<file path="src/rtl/id_ex_stage_register.sv">
// ID/EX pipeline register with built-in load-use hazard detection.
// Optional HAZARD_STATS_EN adds a saturating count of inserted bubbles.
module id_ex_stage_register #(
  parameter int unsigned DATA_W = 32,
  parameter int unsigned REG_W  = 5
) (
  input  logic              clk,
  input  logic              reset,
  input  logic              flush,
  input  logic [REG_W-1:0]  id_rs,
  input  logic [REG_W-1:0]  id_rt,
  input  logic [REG_W-1:0]  id_rd,
  input  logic [DATA_W-1:0] id_read_data1,
  input  logic [DATA_W-1:0] id_read_data2,
  input  logic [DATA_W-1:0] id_imm,
  input  logic              id_reg_dst,
  input  logic              id_alu_src,
  input  logic              id_mem_read,
  input  logic              id_mem_write,
  input  logic              id_mem_to_reg,
  input  logic              id_reg_write,
  input  logic [1:0]        id_alu_op,
  output logic [REG_W-1:0]  ex_rs,
  output logic [REG_W-1:0]  ex_rt,
  output logic [REG_W-1:0]  ex_rd,
  output logic [DATA_W-1:0] ex_read_data1,
  output logic [DATA_W-1:0] ex_read_data2,
  output logic [DATA_W-1:0] ex_imm,
  output logic              ex_reg_dst,
  output logic              ex_alu_src,
  output logic              ex_mem_read,
  output logic              ex_mem_write,
  output logic              ex_mem_to_reg,
  output logic              ex_reg_write,
  output logic [1:0]        ex_alu_op,
`ifdef HAZARD_STATS_EN
  output logic [31:0]       stall_count,
`endif
  output logic              pc_write,
  output logic              if_id_write,
  output logic              stall
);

  logic rt_nonzero;
  logic rt_match;
  logic hazard;
  logic squash;

  // A load in EX whose destination is read by ID cannot forward in time.
  always_comb begin
    rt_nonzero = (ex_rt != '0);
    rt_match   = (ex_rt == id_rs) || (ex_rt == id_rt);
    hazard     = ex_mem_read && rt_nonzero && rt_match && !flush;
    squash     = flush || hazard;
    stall       = hazard;
    pc_write    = !hazard;
    if_id_write = !hazard;
  end

  // Bubbles clear rd and reg_write so forwarding never sources from them.
  always_ff @(posedge clk) begin
    if (reset || squash) begin
      ex_rs         <= '0;
      ex_rt         <= '0;
      ex_rd         <= '0;
      ex_read_data1 <= '0;
      ex_read_data2 <= '0;
      ex_imm        <= '0;
      ex_reg_dst    <= 1'b0;
      ex_alu_src    <= 1'b0;
      ex_mem_read   <= 1'b0;
      ex_mem_write  <= 1'b0;
      ex_mem_to_reg <= 1'b0;
      ex_reg_write  <= 1'b0;
      ex_alu_op     <= 2'b00;
    end else begin
      ex_rs         <= id_rs;
      ex_rt         <= id_rt;
      ex_rd         <= id_rd;
      ex_read_data1 <= id_read_data1;
      ex_read_data2 <= id_read_data2;
      ex_imm        <= id_imm;
      ex_reg_dst    <= id_reg_dst;
      ex_alu_src    <= id_alu_src;
      ex_mem_read   <= id_mem_read;
      ex_mem_write  <= id_mem_write;
      ex_mem_to_reg <= id_mem_to_reg;
      ex_reg_write  <= id_reg_write;
      ex_alu_op     <= id_alu_op;
    end
  end

`ifdef HAZARD_STATS_EN
  always_ff @(posedge clk) begin
    if (reset) begin
      stall_count <= '0;
    end else if (hazard && (stall_count != 32'hFFFF_FFFF)) begin
      stall_count <= stall_count + 32'd1;
    end
  end
`endif

endmodule
</file>
<file path="config.mk">
export PLATFORM = sky130hd
export DESIGN_NAME = id_ex_stage_register
export DESIGN_NICKNAME = d
export VERILOG_FILES = /design/src/rtl/id_ex_stage_register.sv
export SDC_FILE = /design/constraint.sdc
export NUM_CORES = 1
export LEC_CHECK = 0
export BUFFER_PORTS_ARGS = -buffer_cell sky130_fd_sc_hd__buf_2
export CAP_MARGIN = 20
export CELL_PAD_IN_SITES_DETAIL_PLACEMENT = 0
export CELL_PAD_IN_SITES_GLOBAL_PLACEMENT = 1
export CORE_MARGIN = 1.5
export CORE_UTILIZATION = 31
export CTS_CLUSTER_SIZE = 28
export DETAILED_ROUTE_END_ITERATION = 10
export GPL_TIMING_DRIVEN = 0
export HOLD_SLACK_MARGIN = 0.1
export PLACE_DENSITY = 0.91
export REMOVE_ABC_BUFFERS = 1
export SETUP_SLACK_MARGIN = 0.1
export SYNTH_ARGS = -nofsm -noshare
export SYNTH_HDL_FRONTEND = slang
export SYNTH_SLANG_ARGS = --single-unit
</file>
<file path="constraint.sdc">
create_clock -name clk -period 4.9 [get_ports clk]
set_input_delay 0.735 -clock clk [delete_from_list [all_inputs] [get_ports clk]]
set_output_delay 0.735 -clock clk [all_outputs]
set_load 0.1 [all_outputs]
</file>
# [Word level (Yosys, flattened, before mapping)]
# Cells that the tools add are included.
[op_classes] mul=0 div=0 reduce_logical=9 n_bitwise=0 n_eq_ne=2 shifts=0 n_mux=0 magnitude_cmp=0 addsub=0
[ops] cell="equality test 5 bit" count=2
[ops] cell="nonzero test 5 bit" count=1
[ops] cell="logical AND 1 bit" count=3
[ops] cell="logical OR 1 bit" count=3
[ops] cell="logical NOT 1 bit" count=2
[word_totals] mem_count=0 elab_cells=24 mem_bits_rw=0 reg_bits=119 input_bits=122 latchBits=0 output_inout_bits=122 rom_bits=0

# [Longest topological paths before layout]
# Gate-level depths: netlist of the first run.
[depth] word_depth=6 mapped_depth=7 mapped_depth_nobuf=4

# [Worst setup path after synthesis of the first run]
# Ideal clock, no wire load.
[synth_timing] path_type="reg2out" startpoint="reg ex_rt[4]" endpoint="out stall" stages_incl_launch_ff=6 arrival_ns=3.754 n_path_buf=1 slack_ns=0.411 path_cell_list="dfxtp_1 xnor2_1 nand3_1 o22a_1 clkbuf_1 nor3_1"
[synth_between] elab_chain_len=4 word_cells_on_any_way=7
[synth_lines] element="start: declaration" line="24" source="output logic [REG_W-1:0] ex_rt,"
[synth_lines] element="start signal: assignment" line="78" source="ex_rt <= id_rt;"
[synth_lines] element="equality test 5 bit or nonzero test 5 bit (tied branches)" line="52, 51"
[synth_lines] element="logical OR 1 bit or logical AND 1 bit (tied branches)" line="52, 53"
[synth_lines] element="logical AND 1 bit * (2 in series)" line="53" source="hazard = ex_mem_read && rt_nonzero && rt_match && !flush;"
[synth_lines] element="end: declaration" line="41" source="output logic stall"
# Every way passes the cells marked *; elsewhere a longest branch is shown, timed or not.

# [Worst setup path in the final report of the first run]
[layout_timing] startpoint="reg ex_rt[3]" endpoint="out if_id_write"
[layout_between] elab_chain_len=5 word_cells_on_any_way=8
[layout_lines] element="equality test 5 bit or nonzero test 5 bit (tied branches)" line="52, 51"
[layout_lines] element="logical OR 1 bit or logical AND 1 bit (tied branches)" line="52, 53"
[layout_lines] element="logical AND 1 bit * (2 in series)" line="53"
[layout_lines] element="logical NOT 1 bit *" line="57" source="if_id_write = !hazard;"
[layout_lines] element="end: declaration" line="40" source="output logic if_id_write,"
# Marked as above.

==> results of run 1 <==
cells in the mapped netlist, types with 2 or more instances:
| master | n |
|---|---|
| buf_1 | 2 |
| nand2_1 | 111 |
| a21oi_2 | 10 |
| dfxtp_1 | 119 |
| buf_6 | 3 |
| buf_2 | 13 |
| xnor2_1 | 10 |
| nand3_1 | 2 |
| clkbuf_1 | 21 |
| o211a_1 | 10 |
| a21oi_1 | 99 |
metrics by stage:
stage               setup TNS [ns]  hold slack (ns)  instances  total power (W)
floorplan                  -127.00            0.851        369          0.00140
global placement           -330.45            0.955        759          0.00151
detailed placement               0            0.835        765          0.00152
CTS                              0            0.519        796          0.00272
global route                     0            0.521        796          0.00278
finish                           0            0.537        796          0.00268
placed cells by master (no fill, tap or decap), drive strengths merged, types with 2 or more instances in the layout:
cell	instances
nand2	111
dfxtp	119
buf	249
clkbuf	24
nand3	2
clkinvlp	3
a21oi	109
o211a	10
clkinv	3
xnor2	10
layout make-up:
| type | count | share of cell area [%] |
|---|---|---|
| sequential | 119 | 41.3 |
| clock inverter | 7 | 1.17 |
| multi-input combinational | 249 | 22.0 |
| timing repair buffer | 249 | 23.4 |
| tap | 147 | 3.19 |
| clock buffer | 24 | 8.87 |
| inverter | 1 | 0.0650 |
metal layers:
metal  GRT usage, %  part of all wire, %
met1           16.6                   40
met2           28.1                   50
met3           5.53                  7.5
met4           8.75                  2.6
met5              0                    0
worst reg2reg max path: cells and delay by family (launching register included):
kind	cells	cell delay, ns
simple gates	1	0.57
flops	1	0.35
compound gates	2	0.63
buf+inv	1	0.38
power breakdown:
part | leakage, nW | switching, W | internal, W | total, W
sequential | 0.978 | 0.0000113 | 0.00101 | 0.00102
clock | 0.280 | 0.000406 | 0.000771 | 0.00118
combinational | 1.69 | 0.000387 | 0.0000966 | 0.000484
kinds of logic (layout without fill, tap and decap cells):
| kind of cell | Yosys count | count (layout) |
|---|---|---|
| AOI/OAI and AO/OA | 122 | 122 |
| DFF | 119 | 119 |
| and+or+nand+nor | 117 | 117 |
| buffers and inverters | 41 | 281 |
| xor gates and xnor gates | 10 | 10 |
final timing paths:
| check | from | to | slack [ns] | depth (start not counted) |
|---|---|---|---|---|
| max | ex_rt[3] | if_id_write | 1.45 | 5 |
| min | id_imm[17] | ex_imm[17] | 0.54 | 3 |
| max reg2reg | ex_rt[3] | ex_rs[2] | 2.92 | 4 |
| min reg2reg | ex_mem_read | ex_read_data2[1] | 0.84 | 2 |
==> flow_summary.json, run 1 <==
{
  "placed_cell_area_um2": 5190,
  "clkLatencyLatePin_ns": 0.41,
  "syn_to_final_growth_pct": 51.0,
  "cts_root_buf": "clkbuf_16",
  "rows": 40,
  "critPathKind": "flip-flop to output port",
  "fin_worst_skew_ns": 0.00609,
  "ctsResizeCount": 0,
  "fillers": 1177,
  "yosys_warnings": 0,
  "gp_congestion": 0.743,
  "yosys.area.top_type": "dfxtp_1",
  "start_util_pct": 31.8,
  "cts_tree": "yes",
  "synth-edff-count": 0,
  "clock-sinks": 119,
  "synth_top_area_share_pct": 62.3,
  "synth_area_um2": 3820,
  "synth.area.top_cells": "dfxtp_1 62%, a21oi_1 13%, nand2_1 11%",
  "routed-via-count": 3626,
  "finalHoldViolCount": 0,
  "multi_input_area_um2": 1270,
  "wire_per_inst_um": 13.2,
  "synth_cell_types": 20,
  "drc": 0,
  "worst-path-max-fanout": 53,
  "setup_viol": 0,
  "cts_buffers": 17,
  "max_cap_viol_count": 0,
  "cts_hold_buf": 0,
  "routed_wl_um": 10500,
  "post_cts_buffers": 0,
  "critPathSlowestCell": "or4_1",
  "dp_hpwl_um": 7480,
  "drive_gt1_share_pct": 45.0,
  "netlist_instances": 409,
  "dieArea_um2": 13000,
  "fin_util_pct": 48.1,
  "cp-end-kind": "output port",
  "finalCritPeriodShare_pct": 70.4,
  "grt_overflow_total": 0,
  "grt_pass1_vias": 3474,
  "antenna_found_initial": 0,
  "io_pins": 244,
  "worst_slew_pin_slew_ns": 0.865,
  "synthArstFlopShare_pct": 0,
  "synth-compound-area-share_pct": 18.5,
  "drv_slew": 0,
  "slew_headroom_pct": 42.2,
  "leakagePower_nw": 2.95,
  "synth_ff_type": "dfxtp_1",
  "track_usage_pct": 15.9,
  "drtAntennaViolNets": 0,
  "min_period_ns": 3.45,
  "drtPass1Iterations": 4,
  "io_buffers": 243,
  "vdd_drop_max_mv": 0.223,
  "hp-class": "input pin to flip-flop",
  "clkTransAtPathRegs_ns": 0.05,
  "synth_xor_area_share_pct": 2.29,
  "ys_seq_area_share_pct": 62.3,
  "post_drt_via_cell_ratio": 4.56,
  "max_freq_ghz": 0.290,
  "synth_top_family_by_area": "compound AO/OA/AOI/OAI gates",
  "grt_max_degree": 59,
  "dieHeight_um": 114,
  "synthAdderAreaFrac_pct": 0,
  "worst-path-buf-inv": 2,
  "core_area_um2": 12000,
  "n_antenna_cell": 0,
  "die_x_um": 114,
  "dp_slack_ns": 1.90,
  "rsz0062_at_grt": "false",
  "synth-seq-cells": 119,
  "muxShareOfSynthArea_pct": 0,
  "cts_max_level": 4,
  "synth_area_per_cell_um2": 9.34,
  "final_area_um2": 5770,
  "p_per_area_nw_per_um2": 465,
  "grt_pass1_wl_um": 16100,
  "startpoint_type": "flip-flop",
  "drt_iter0_drc": 223,
  "cp_cell_sequence": "or4_1 > o21a_4 > inv_1 > or3_1 > buf_2",
  "outcome": "complete, no violations",
  "synthSimpleGateAreaFrac_pct": 11.8,
  "critPathMaxStageDelay_ns": 0.57,
  "crit_arrival_ns": 2.71,
  "reg.largest.list": "ex_imm x32, ex_read_data1 x32, ex_read_data2 x32",
  "critPathTopFamily": "buffers and inverters",
  "cts.path.max_buffers": 2,
  "required_ns": 4.16,
  "setup_slack_ns": 1.45,
  "nets": 759,
  "seq_area_um2": 2380
}
Note: power is estimated with default switching activity, not from simulation.
==> run 2, diff against run 1 <==
--- a/config.mk
+++ b/config.mk
@@ -10,12 +10,12 @@
 export CELL_PAD_IN_SITES_DETAIL_PLACEMENT = 0
 export CELL_PAD_IN_SITES_GLOBAL_PLACEMENT = 1
 export CORE_MARGIN = 1.5
-export CORE_UTILIZATION = 31
+export CORE_UTILIZATION = 29
 export CTS_CLUSTER_SIZE = 28
 export DETAILED_ROUTE_END_ITERATION = 10
 export GPL_TIMING_DRIVEN = 0
 export HOLD_SLACK_MARGIN = 0.1
-export PLACE_DENSITY = 0.91
+export PLACE_DENSITY = 0.86
 export REMOVE_ABC_BUFFERS = 1
 export SETUP_SLACK_MARGIN = 0.1
 export SYNTH_ARGS = -nofsm -noshare
==> constraint.sdc (replaced) <==
create_clock -name clk -period 3.4 [get_ports clk]
set_input_delay 0.51 -clock clk [delete_from_list [all_inputs] [get_ports clk]]
set_output_delay 0.51 -clock clk [all_outputs]
set_load 0.1 [all_outputs]
==> flow_summary.json, run 2 (synthesis results as in run 1) <==
{
  "drc": 0,
  "cts_hold_buf": 0,
  "min_period_ns": 3.15,
  "r2r_setup_slack_ns": 1.21,
  "required_ns": 2.89,
  "min_path_cells": 3,
  "startpoint_type": "flip-flop",
  "mostFrequentLayoutCells": "240 x buf_2, 119 x dfxtp_1, 111 x nand2_1, 99 x a21oi_1, 17 x clkbuf_16",
  "clock-sinks": 119,
  "leakagePower_nw": 2.97,
  "io_buffers": 243,
  "track_usage_pct": 15.9,
  "p_per_area_nw_per_um2": 657,
  "io_pins": 244,
  "start_util_pct": 30.0,
  "core_area_um2": 12700,
  "cts_max_level": 4,
  "vdd_drop_max_mv": 0.304,
  "finalPower_w": 0.00384,
  "dieHeight_um": 118,
  "antenna_found_initial": 0,
  "rsz0062_at_grt": "false",
  "die_x_um": 118,
  "wire_per_inst_um": 13.6,
  "n_antenna_cell": 0,
  "hp-class": "input pin to flip-flop",
  "crit_arrival_ns": 2.64,
  "use_met1_pct": 18.6,
  "cts_buffers": 17,
  "post_drt_via_cell_ratio": 4.48,
  "cts_tree": "yes",
  "routed_wl_um": 11200,
  "grtUsageMet3_pct": 4.60,
  "setup_viol": 0,
  "max_freq_ghz": 0.317,
  "syn_to_final_growth_pct": 52.9,
  "dieArea_um2": 13900,
  "routed-via-count": 3698,
  "cp-end-kind": "output port",
  "drtPass1Iterations": 4,
  "fin_util_pct": 45.9,
  "fin_worst_skew_ns": 0.00760,
  "max_cap_viol_count": 0,
  "clkLatencyLatePin_ns": 0.40,
  "dp_hpwl_um": 7630,
  "cts_root_buf": "clkbuf_16",
  "reg.largest.list": "ex_imm x32, ex_read_data1 x32, ex_read_data2 x32",
  "drv_slew": 0,
  "gp_congestion": 0.811,
  "critPathKind": "flip-flop to output port",
  "grt_max_degree": 61,
  "outcome": "complete, no violations",
  "grt_pass1_wl_um": 17500,
  "dp_slack_ns": 0.416,
  "grt.busiest_layer": "met2",
  "rows": 41,
  "drt_iter0_drc": 168,
  "reg2regPathDepth": 6,
  "cts.path.max_buffers": 2,
  "grt_overflow_total": 0,
  "worst_slew_pin_slew_ns": 0.818,
  "worst-path-max-fanout": 60,
  "slew_headroom_pct": 45.5,
  "finalHoldViolCount": 0,
  "grt_util_met2_pct": 26.2,
  "nets": 764,
  "tns_ns": 0,
  "drtAntennaViolNets": 0,
  "layout_commonest_cell": "buf_2",
  "grt_pass1_vias": 3592,
  "finalCritPeriodShare_pct": 92.8,
  "setup_slack_ns": 0.245,
  "drive_gt1_share_pct": 45.4,
  "clkTransAtPathRegs_ns": 0.05
}
## run 2: changes by cell type in the layout (fill, tap and decap cells not counted), sizes merged
| cell | before | now |
|---|---|---|
| buf | 249 | 251 |
| o21a | 1 | 3 |
| clkinv | 3 | 4 |
| clkinvlp | 3 | 4 |
| inv | 1 | 0 |
## run 2: layout make-up
cell class | count | area, µm²
Clock buffer | 23 | 488
Clock inverter | 8 | 72.6
Fill cell | 1281 | 6880
Inverter | 1 | 7.51
Multi-Input combinational cell | 251 | 1290
Sequential cell | 119 | 2380
Tap cell | 172 | 215
Timing Repair Buffer | 252 | 1390
## run 2: path summary, 6_finish.rpt
path | start | end
max | ex_rt[3] | if_id_write
min | id_read_data1[20] | ex_read_data1[20]
max reg2reg | ex_rt[2] | ex_imm[5]
min reg2reg | ex_mem_read | ex_read_data2[0]
## run 2: per-stage QoR
| stage | cell area, µm² | hold slack (ns) | cells |
|---|---|---|---|
| 2_1_floorplan | 3630 | 0.626 | 369 |
| 3_3_place_gp | 5060 | 0.729 | 784 |
| 3_5_place_dp | 5230 | 0.733 | 790 |
| 4_1_cts | 5810 | 0.296 | 822 |
| 5_1_grt | 5840 | 0.302 | 826 |
| 6_report | 5840 | 0.319 | 826 |
## run 2: metal layers
metal / vias to the layer above / wire length [µm]
met1: 1679 / 4820
met2: 175 / 5310
li1: 1826 / -
met3: 18 / 826
met5: - / 0
met4: 0 / 248
## run 2: repair_timing
action | in CTS | in global routing
setup endpoints to repair | 2 | 3
cloned | 1 | 1
setup buffers | 0 | 3
gates resized for setup | 3 | 1
## run 2: where the power goes
part	internal, W	leakage [nW]	switching [W]
Combinational	0.000142	1.72	0.000562
Sequential	0.00145	0.978	0.0000178
Clock	0.00107	0.271	0.000593
## run 2: critical path: stages (launching register included)
cell and delay, ns:
dfxtp_1 0.34, or4_1 0.68, o21a_4 0.34, buf_16 0.22, clkinvlp_4 0.18, or3_1 0.16, buf_4 0.30
==> run 3, diff against run 2 <==
==> constraint.sdc (replaced) <==
create_clock -name clk -period 3.4 [get_ports clk]
set_input_delay 0.51 -clock clk [delete_from_list [all_inputs] [get_ports clk]]
set_output_delay 0.51 -clock clk [all_outputs]
set_load 0.02 [all_outputs]
==> flow_summary.json, run 3 (synthesis results as in run 1) <==
{
  "p_per_area_nw_per_um2": 601,
  "die_x_um": 118,
  "p_int_w": 0.00267,
  "grt_max_degree": 61,
  "grt.busiest_layer": "met2",
  "routed-via-count": 3685,
  "crit_arrival_ns": 2.66,
  "grt_overflow_total": 0,
  "finalCritPeriodShare_pct": 93.4,
  "crit_cells": 6,
  "setup_viol": 0,
  "drtAntennaViolNets": 0,
  "use_met1_pct": 17.4,
  "drive_gt1_share_pct": 44.9,
  "timing.rr.end": "ex_rt[1]",
  "multi_input_area_um2": 1280,
  "reg2regPathDepth": 5,
  "layout_commonest_cell": "buf_2",
  "hp-start": "id_read_data1[19]",
  "startpoint_type": "flip-flop",
  "cts.path.max_buffers": 2,
  "leakagePower_nw": 2.95,
  "seq_area_um2": 2380,
  "reg2reg_from": "ex_rt[3]",
  "drv_slew": 0,
  "slew_headroom_pct": 45.4,
  "routed_wl_um": 10900,
  "cts_max_level": 4,
  "track_usage_pct": 15.3,
  "worst-path-buf-inv": 3,
  "fillers": 1290,
  "cts_hold_buf": 0,
  "nets": 760,
  "min_period_ns": 3.17,
  "n_antenna_cell": 0,
  "start_util_pct": 30.0,
  "p_clk_share_pct": 47.6,
  "cts_root_buf": "clkbuf_16",
  "critPathKind": "flip-flop to output port",
  "drt_iter0_drc": 175,
  "worst-path-max-fanout": 60,
  "critPathSlowestCell": "or4_1",
  "swShare_pct": 23.5,
  "cp_cell_sequence": "or4_1 > o21a_4 > buf_16 > inv_1 > or3_1 > buf_2",
  "syn_to_final_growth_pct": 51.8,
  "crit_start": "ex_rt[3]",
  "ctsResizeCount": 0,
  "tns_ns": 0,
  "rows": 41,
  "cp-endpoint": "pc_write",
  "worst_slew_pin_slew_ns": 0.819,
  "max_freq_ghz": 0.315,
  "clkLatencyLatePin_ns": 0.40,
  "p_comb_share_pct": 10.2,
  "clock-sinks": 119,
  "max_cap_viol_count": 0,
  "required_ns": 2.89,
  "post_drt_via_cell_ratio": 4.48,
  "hp-class": "input pin to flip-flop",
  "clkTransAtPathRegs_ns": 0.05,
  "reg.largest.list": "ex_imm x32, ex_read_data1 x32, ex_read_data2 x32",
  "cts_tree": "yes",
  "gp_congestion": 0.811,
  "outcome": "complete, no violations",
  "io_pins": 244,
  "fin_worst_skew_ns": 0.00642,
  "grt_pass1_wl_um": 16900,
  "fin_hold_ws_ns": 0.320,
  "p_sw_w": 0.000819,
  "grtUsageMet3_pct": 4.60,
  "wire_per_inst_um": 13.2,
  "critPathTopFamily": "simple AND/OR/NAND/NOR gates",
  "drc": 0,
  "critPathMaxStageDelay_ns": 0.65,
  "dieArea_um2": 13900,
  "post_cts_buffers": 0,
  "grt_pass1_vias": 3531,
  "dp_hpwl_um": 7630,
  "power_frac_seq_pct": 42.2,
  "core_area_um2": 12700,
  "cp-end-kind": "output port",
  "drtPass1Iterations": 4,
  "mostFrequentLayoutCells": "243 x buf_2, 119 x dfxtp_1, 111 x nand2_1, 99 x a21oi_1, 17 x clkbuf_16",
  "r2r_setup_slack_ns": 1.20,
  "cts_buffers": 17,
  "rsz0062_at_grt": "false",
  "grt_util_met2_pct": 25.4,
  "vdd_drop_max_mv": 0.292,
  "io_buffers": 243,
  "antenna_found_initial": 0,
  "finalHoldViolCount": 0,
  "dieHeight_um": 118
}
-- run 3: changes by cell type in the layout (fill, tap and decap cells not counted) --
cell and delta:
buf_4 -5, buf_2 +3, clkbuf_4 -1, clkinvlp_4 -1, inv_1 +1, o21a_2 -1
-- run 3: worst register-to-register path, delay by kind of cell (launching register included) --
kind	cells	cell delay, ns
and+or+nand+nor	1	0.65
AOI/OAI and AO/OA	2	0.59
buffers and inverters	2	0.56
DFF	1	0.34
-- run 3: area by class of cell --
class,instances,area share (%)
Inverter,1,0.0647
Clock inverter,8,1.25
Tap cell,172,3.71
Clock buffer,23,8.41
Multi-Input combinational cell,250,22.1
Sequential cell,119,41.1
Timing Repair Buffer,249,23.4
-- run 3: worst min-delay path by stage --
stage	end	slack (ns)	depth (start not counted)
4_1_cts	ex_read_data1[19]	0.30	3
3_3_place_gp	ex_read_data2[13]	0.73	3
5_1_grt	ex_read_data1[19]	0.30	3
6_report	ex_read_data1[19]	0.32	3
3_5_place_dp	ex_imm[21]	0.73	3
2_1_floorplan	ex_alu_op[0]	0.63	2
-- run 3: power groups by stage --
stage / Combinational, W / Sequential [W] / Clock, W
3_3_place_gp: 0.000338 / 0.00150 / 0
6_report: 0.000355 / 0.00147 / 0.00166
3_5_place_dp: 0.000354 / 0.00150 / 0
2_1_floorplan: 0.000107 / 0.00157 / 0
5_1_grt: 0.000387 / 0.00148 / 0.00178
4_1_cts: 0.000355 / 0.00147 / 0.00171
-- run 3: metal layers --
layer,wire (µm),vias up,share of wire [%]
li1,-,1812,-
met1,4650,1678,43
met2,5110,175,47
met3,836,20,7.7
met4,272,0,2.5
met5,0,-,0
-- run 3: through the flow --
stage / instance area [µm²] / std cells / setup slack [ns] / util [%] / power (W)
6_report: 5800 / 822 / 0.226 / 45.6 / 0.00349
3_3_place_gp: 5060 / 784 / -4.62 / 39.8 / 0.00184
4_1_cts: 5790 / 821 / 0.219 / 45.5 / 0.00353
3_5_place_dp: 5230 / 790 / 0.671 / 41.1 / 0.00185
5_1_grt: 5800 / 822 / 0.123 / 45.6 / 0.00364
2_1_floorplan: 3630 / 369 / -2.10 / - / 0.00168
